### src/rtl/cycle_sequencer.sv
// Cycle sequencing and interrupt entry for the 6502 core: drives I/R/S cycle
// lines from IR/cycle and forces BRK with a latched vector on interrupt entry.
module cycle_sequencer #(
    parameter int NMI_HIJACK_LAST = 3
) (
    input  logic       clk_ph1,
    input  logic       rst,
    input  logic [7:0] IR,
    input  logic [2:0] cycle,
    input  logic       page_cross,
    input  logic       branch_taken,
    input  logic       nmi_n,
    input  logic       irq_n,
    input  logic       i_flag,
    output logic       I_cycle,
    output logic       R_cycle,
    output logic       S_cycle,
    output logic       force_brk,
    output logic       int_active,
    output logic [1:0] vec_sel
);

    localparam logic [1:0] VEC_IRQ = 2'b00;
    localparam logic [1:0] VEC_NMI = 2'b01;
    localparam logic [1:0] VEC_RST = 2'b10;

    typedef struct packed {
        logic       branch;
        logic       skip;
        logic [2:0] fix;
        logic [2:0] last;
    } dec_t;

    // last = N-1; skip/fix mark indexed reads that may drop their fix-up cycle
    function automatic dec_t decode(input logic [7:0] op);
        dec_t       d;
        logic [2:0] aaa;
        logic [2:0] bbb;
        logic       xfer;
        aaa  = op[7:5];
        bbb  = op[4:2];
        xfer = (aaa == 3'b100) || (aaa == 3'b101);
        d    = '{branch: 1'b0, skip: 1'b0, fix: 3'd0, last: 3'd1};
        case (op[1:0])
            2'b01: begin
                case (bbb)
                    3'b000: d.last = 3'd5;
                    3'b001: d.last = 3'd2;
                    3'b010: d.last = 3'd1;
                    3'b011: d.last = 3'd3;
                    3'b100: begin d.last = 3'd5; d.skip = (aaa != 3'b100); d.fix = 3'd4; end
                    3'b101: d.last = 3'd3;
                    default: begin d.last = 3'd4; d.skip = (aaa != 3'b100); d.fix = 3'd3; end
                endcase
            end
            2'b10: begin
                case (bbb)
                    3'b001: d.last = xfer ? 3'd2 : 3'd4;
                    3'b011: d.last = xfer ? 3'd3 : 3'd5;
                    3'b101: d.last = xfer ? 3'd3 : 3'd5;
                    3'b111: begin
                        if (aaa == 3'b101) begin
                            d.last = 3'd4; d.skip = 1'b1; d.fix = 3'd3;
                        end else if (aaa != 3'b100) begin
                            d.last = 3'd6;
                        end
                    end
                    default: d.last = 3'd1;
                endcase
            end
            2'b00: begin
                case (bbb)
                    3'b000: begin
                        if (aaa == 3'b000) d.last = 3'd6;
                        else if (aaa <= 3'b011) d.last = 3'd5;
                    end
                    3'b001: if (aaa == 3'b001 || aaa >= 3'b100) d.last = 3'd2;
                    3'b010: begin
                        if (aaa == 3'b000 || aaa == 3'b010) d.last = 3'd2;
                        else if (aaa == 3'b001 || aaa == 3'b011) d.last = 3'd3;
                    end
                    3'b011: begin
                        if (aaa == 3'b010) d.last = 3'd2;
                        else if (aaa == 3'b011) d.last = 3'd4;
                        else if (aaa != 3'b000) d.last = 3'd3;
                    end
                    3'b100: d.branch = 1'b1;
                    3'b101: if (xfer) d.last = 3'd3;
                    3'b111: if (aaa == 3'b101) begin d.last = 3'd4; d.skip = 1'b1; d.fix = 3'd3; end
                    default: d.last = 3'd1;
                endcase
            end
            default: d.last = 3'd1;
        endcase
        return d;
    endfunction

    logic       nmi_hist_q, nmi_hist_d;
    logic       nmi_pend_q, nmi_pend_d;
    logic       rst_pend_q, rst_pend_d;
    logic       take_int_q, take_int_d;
    logic       int_active_q, int_active_d;
    logic [1:0] vec_sel_q, vec_sel_d;
    logic [7:0] ir_eff;
    dec_t       dec;
    logic       nmi_edge, brk_c6;

    assign force_brk  = ~rst & take_int_q & (cycle == 3'd0);
    // The forced BRK is sequenced as opcode 0x00 regardless of what IR holds
    assign ir_eff     = (force_brk || int_active_q) ? 8'h00 : IR;
    assign int_active = int_active_q;
    assign vec_sel    = vec_sel_q;

    always_comb begin
        dec     = decode(ir_eff);
        I_cycle = 1'b0;
        R_cycle = 1'b0;
        S_cycle = 1'b0;
        if (!rst) begin
            if (cycle == 3'd7) begin
                R_cycle = 1'b1;
            end else if (dec.branch) begin
                case (cycle)
                    3'd0:    I_cycle = 1'b1;
                    3'd1:    begin I_cycle = branch_taken; R_cycle = ~branch_taken; end
                    3'd2:    begin I_cycle = page_cross;   R_cycle = ~page_cross;   end
                    default: R_cycle = 1'b1;
                endcase
            end else if (cycle == dec.last) begin
                R_cycle = 1'b1;
            end else if (dec.skip && cycle == dec.fix && !page_cross) begin
                S_cycle = 1'b1;
            end else begin
                I_cycle = 1'b1;
            end
        end
    end

    // Pending flags are evaluated with this cycle's edge and clears applied,
    // so the take sample at R_cycle sees exactly what will be registered.
    always_comb begin
        nmi_edge     = nmi_hist_q & ~nmi_n;
        brk_c6       = int_active_q & (cycle == 3'd6);
        nmi_hist_d   = nmi_n;
        nmi_pend_d   = nmi_edge | (nmi_pend_q & ~(brk_c6 & (vec_sel_q == VEC_NMI)));
        rst_pend_d   = rst_pend_q & ~(brk_c6 & (vec_sel_q == VEC_RST));
        take_int_d   = take_int_q;
        vec_sel_d    = vec_sel_q;
        int_active_d = int_active_q;
        if (R_cycle) begin
            take_int_d = rst_pend_d | nmi_pend_d | (~irq_n & ~i_flag);
            vec_sel_d  = rst_pend_d ? VEC_RST : (nmi_pend_d ? VEC_NMI : VEC_IRQ);
        end else begin
            if (force_brk) take_int_d = 1'b0;
            if ((int_active_q || force_brk) && vec_sel_q == VEC_IRQ && nmi_pend_d
                && int'(cycle) <= NMI_HIJACK_LAST)
                vec_sel_d = VEC_NMI;
        end
        if (force_brk) int_active_d = 1'b1;
        else if (R_cycle) int_active_d = 1'b0;
    end

    always_ff @(posedge clk_ph1) begin
        if (rst) begin
            nmi_hist_q   <= 1'b1;
            nmi_pend_q   <= 1'b0;
            rst_pend_q   <= 1'b1;
            take_int_q   <= 1'b0;
            int_active_q <= 1'b0;
            vec_sel_q    <= VEC_RST;
        end else begin
            nmi_hist_q   <= nmi_hist_d;
            nmi_pend_q   <= nmi_pend_d;
            rst_pend_q   <= rst_pend_d;
            take_int_q   <= take_int_d;
            int_active_q <= int_active_d;
            vec_sel_q    <= vec_sel_d;
        end
    end

endmodule

### config.mk
export PLATFORM = sky130hd
export DESIGN_NAME = cycle_sequencer
export DESIGN_NICKNAME = d
export VERILOG_FILES = /design/src/rtl/cycle_sequencer.sv
export SDC_FILE = /design/constraint.sdc
export NUM_CORES = 1
export LEC_CHECK = 0
export ABC_CLOCK_PERIOD_IN_PS = 3100
export CORE_MARGIN = 2
export CORE_UTILIZATION = 52
export CTS_BUF_LIST = sky130_fd_sc_hd__clkbuf_4
export CTS_CLUSTER_DIAMETER = 100
export DETAILED_ROUTE_END_ITERATION = 16
export GPL_TIMING_DRIVEN = 0
export PLACE_DENSITY = 0.87
export SYNTH_ARGS = -nofsm -noshare
export SYNTH_HDL_FRONTEND = slang
export SYNTH_SLANG_ARGS = --single-unit
export TNS_END_PERCENT = 100
### constraint.sdc
create_clock -name clk_ph1 -period 3.1 [get_ports clk_ph1]
set_input_delay 0.31 -clock clk_ph1 [delete_from_list [all_inputs] [get_ports clk_ph1]]
set_output_delay 0.31 -clock clk_ph1 [all_outputs]
set_load 0.1 [all_outputs]
==> results.sh <==
export IMPL_yosys_warnings=0
export IMPL_grt_pass1_vias=921
export IMPL_mostFrequentLayoutCell="clkdlybuf4s50_1"
export IMPL_worst_skew_pair_late_latency_ns=0.25
export IMPL_fin_crit_ns=2.96
export IMPL_synth_top_area_share_pct=16.8
export IMPL_crit_path_start_kind="input pin"
export IMPL_grt_max_degree=11
export IMPL_synth_avg_cell_area_um2=7.53
export IMPL_p_leak_nw=0.450
export IMPL_cts_root_buffer="clkbuf_4"
export IMPL_p_total_w=0.000335
export IMPL_grt_pass1_wl_mm=3.57
export IMPL_via_per_inst=6.12
export IMPL_nNetsFinal=159
export IMPL_clk_pin_slew_worst_paths_ns=0.05
export IMPL_clk_path_buf_depth=2
export IMPL_period_share_pct=95.5
export IMPL_ys_ff_latch=7
export IMPL_firstDrtPassIters=4
export IMPL_crit_path_end_kind="output port"
export IMPL_status="finished, final reports clean"
export IMPL_ys_seq_area_share_pct=16.8
export IMPL_final_area_um2=1150
export IMPL_first_iter_violations=31
export IMPL_drv_slew=0
export IMPL_maxCapViolations=0
export IMPL_fmaxAchievable_mhz=338
export IMPL_cts_tree="done"
export IMPL_yosys_most_used_dff="dfxtp_1"
export IMPL_finalHoldViolCount=0
export IMPL_numCtsBuffers=3
export IMPL_postPlaceCellArea_um2=1080
export IMPL_core_area_um2=1510
export IMPL_grt_overflow_total=0
export IMPL_dieWidth_um=44.1
export IMPL_die_y_um=44.1
export IMPL_syn_nets=129
export IMPL_vias=955
export IMPL_crit_family="buffers and inverters"
export IMPL_layout_drive_gt1_share_pct=22.1
export IMPL_worstMarginPinSlew_ns=0.960
export IMPL_synth_top_area_cell="dfxtp_1"
export IMPL_wl_per_cell_um=14.8
export IMPL_numClockSinks=7
export IMPL_worstPathArrival_ns=2.65
export IMPL_critical_path_buf_inv_count=3
export IMPL_peakVddDrop_v=0.000153
export IMPL_synthCells=111
export IMPL_worst_path_max_fanout=8
export IMPL_critPathRequiredTime_ns=2.79
export IMPL_final_setup_skew_ns=0.000490
export IMPL_cts_hold_buf=0
export IMPL_critical_path_max_stage_delay_ns=0.60
export IMPL_synth_edf_count=0
export IMPL_ant_nets=0
export IMPL_async_flop_share_pct=0
export IMPL_fillers=122
export IMPL_drt_wl_total_mm=2.30
export IMPL_post_route_drc_count=0
export IMPL_start_util_pct=55.5
export IMPL_synth_cell_type_count=47
export IMPL_diodes=0
export IMPL_syn_area_um2=836
export IMPL_antenna_found_initial=0
export IMPL_final_setup_tns_ns=0
export IMPL_relSlewSlack_pct=35.8
export IMPL_htree_levels=1
export IMPL_grt_util_all_layers_pct=24.2
export IMPL_num_io_pins=25
export IMPL_criticalPathCategory="input pin to output port"
export IMPL_synth_area_leaders="dfxtp_1 (17%), o21ai_0 (5.4%), mux2_4 (5.4%), nor2_1 (5.4%), a21oi_1 (4.8%)"
export IMPL_place_congestion=0.807
export IMPL_setup_viol=0
export IMPL_numPortBuffers=21
export IMPL_cp_slowest_cell="clkdlybuf4s50_1"
export IMPL_power_density_nw_per_um2=292
export IMPL_dieArea_um2=1940
export IMPL_rows=14
export IMPL_area_delta_synth_final_pct=37.6
export IMPL_seqCellArea_um2=140
export IMPL_path_cells="clkdlybuf4s50_1 > and3b_1 > o311ai_0 > a21o_1 > nand4_1 > xnor2_1 > o31ai_4 > buf_4 > nor3_4 > buf_6"
export IMPL_hold_path_class="flop to flop"
export IMPL_multi_input_area_um2=661
export IMPL_dp_hpwl_mm=1.73
export IMPL_layout_common_cells="clkdlybuf4s50_1 (17), nor2_1 (12), o21ai_0 (9)"
-- power by group --
| group | internal, W | leakage [nW] | switching (W) | total [W] |
|---|---|---|---|---|
| logic | 0.0000672 | 0.375 | 0.0000799 | 0.000147 |
| clock network | 0.0000579 | 0.0184 | 0.0000344 | 0.0000923 |
| registers | 0.0000937 | 0.0573 | 0.00000199 | 0.0000957 |
-- cells in the mapped netlist, types with 2 or more instances --
cell and number:
nor2_1 12, o21ai_0 9, a21oi_1 8, dfxtp_1 7, nor3_1 5, buf_2 4
nand2_1 4, nor2b_1 4, inv_1 3, mux2_4 3, nand2b_1 3, nor3b_1 3
o21a_1 3, or2_2 3, xnor2_1 3, a21o_1 2, and2_1 2, and3_1 2
nand3_1 2, o211ai_1 2
-- through the flow --
step,hold slack [ns],worst slack (ns),util (%),instances
CTS,0.542,0.0259,74.3,152
detailed placement,0.529,-0.922,72.0,148
global route,0.600,-0.00867,76.3,156
floorplan,0.414,0.184,-,111
finish,0.543,0.139,76.3,156
global placement,0.500,-0.921,72.0,148
-- layout make-up --
class | instances | area share (%)
buffer | 7 | 3.70
clock buffer | 4 | 2.61
inverter | 3 | 0.979
multi-input combinational | 94 | 57.5
sequential | 7 | 12.2
tap | 16 | 1.74
timing repair buffer | 25 | 21.3
-- final timing paths --
kind	endpoint	start	cells after the start	slack (ns)
worst min register to register	nmi_pend_q$_SDFF_PP0_	nmi_pend_q$_SDFF_PP0_	2	0.54
worst max register to register	take_int_q$_SDFFE_PP0P_	take_int_q$_SDFFE_PP0P_	8	0.96
worst max-delay path	I_cycle	IR[5]	10	0.14
worst min-delay path	nmi_pend_q$_SDFF_PP0_	nmi_pend_q$_SDFF_PP0_	2	0.54
-- routing by layer --
metal / share of wire (%) / routed length (um) / vias to the layer above / GRT usage, %
li1: - / - / 468 / -
met1: 40 / 920 / 438 / 24.7
met2: 53 / 1230 / 44 / 48.2
met3: 5.5 / 126 / 5 / 2.45
met4: 1.3 / 29 / 0 / 10.9
met5: 0 / 0 / - / 0
-- repair_timing --
action,4_1_cts,5_1_grt
setup buffers,0,4
pin swaps,1,1
resized for setup,18,5
endpoints found under the setup margin,3,3
gates cloned,0,0
-- registers in the layout (all words and copies together), names as in the netlist --
signal / flops
take_int_q: 1
int_active: 1
rst_pend_q: 1
nmi_hist_q: 1
vec_sel: 2
nmi_pend_q: 1
-- worst register-to-register path, cell delays in order, from the launching register on --
cell     delay [ns]
dfxtp_1        0.32
a21oi_2        0.34
and4_1         0.34
a21oi_1        0.08
or2_2          0.32
o31ai_4        0.07
buf_4          0.17
buf_4          0.11
mux2_4         0.28
-- kinds of logic (layout without fill, tap and decap cells) --
| kind of cell | count (synthesis) | in the layout | synth area share [%] |
|---|---|---|---|
| XOR/XNOR | 3 | 3 | 3.14 |
| multiplexers | 4 | 4 | 6.59 |
| buffers and inverters | 10 | 39 | 6.44 |
| flip-flops | 7 | 7 | 16.8 |
| AND/OR/NAND/NOR | 52 | 52 | 37.9 |
| AO/OA/AOI/OAI | 35 | 35 | 29.2 |
Power figures use the tool's default switching activity.
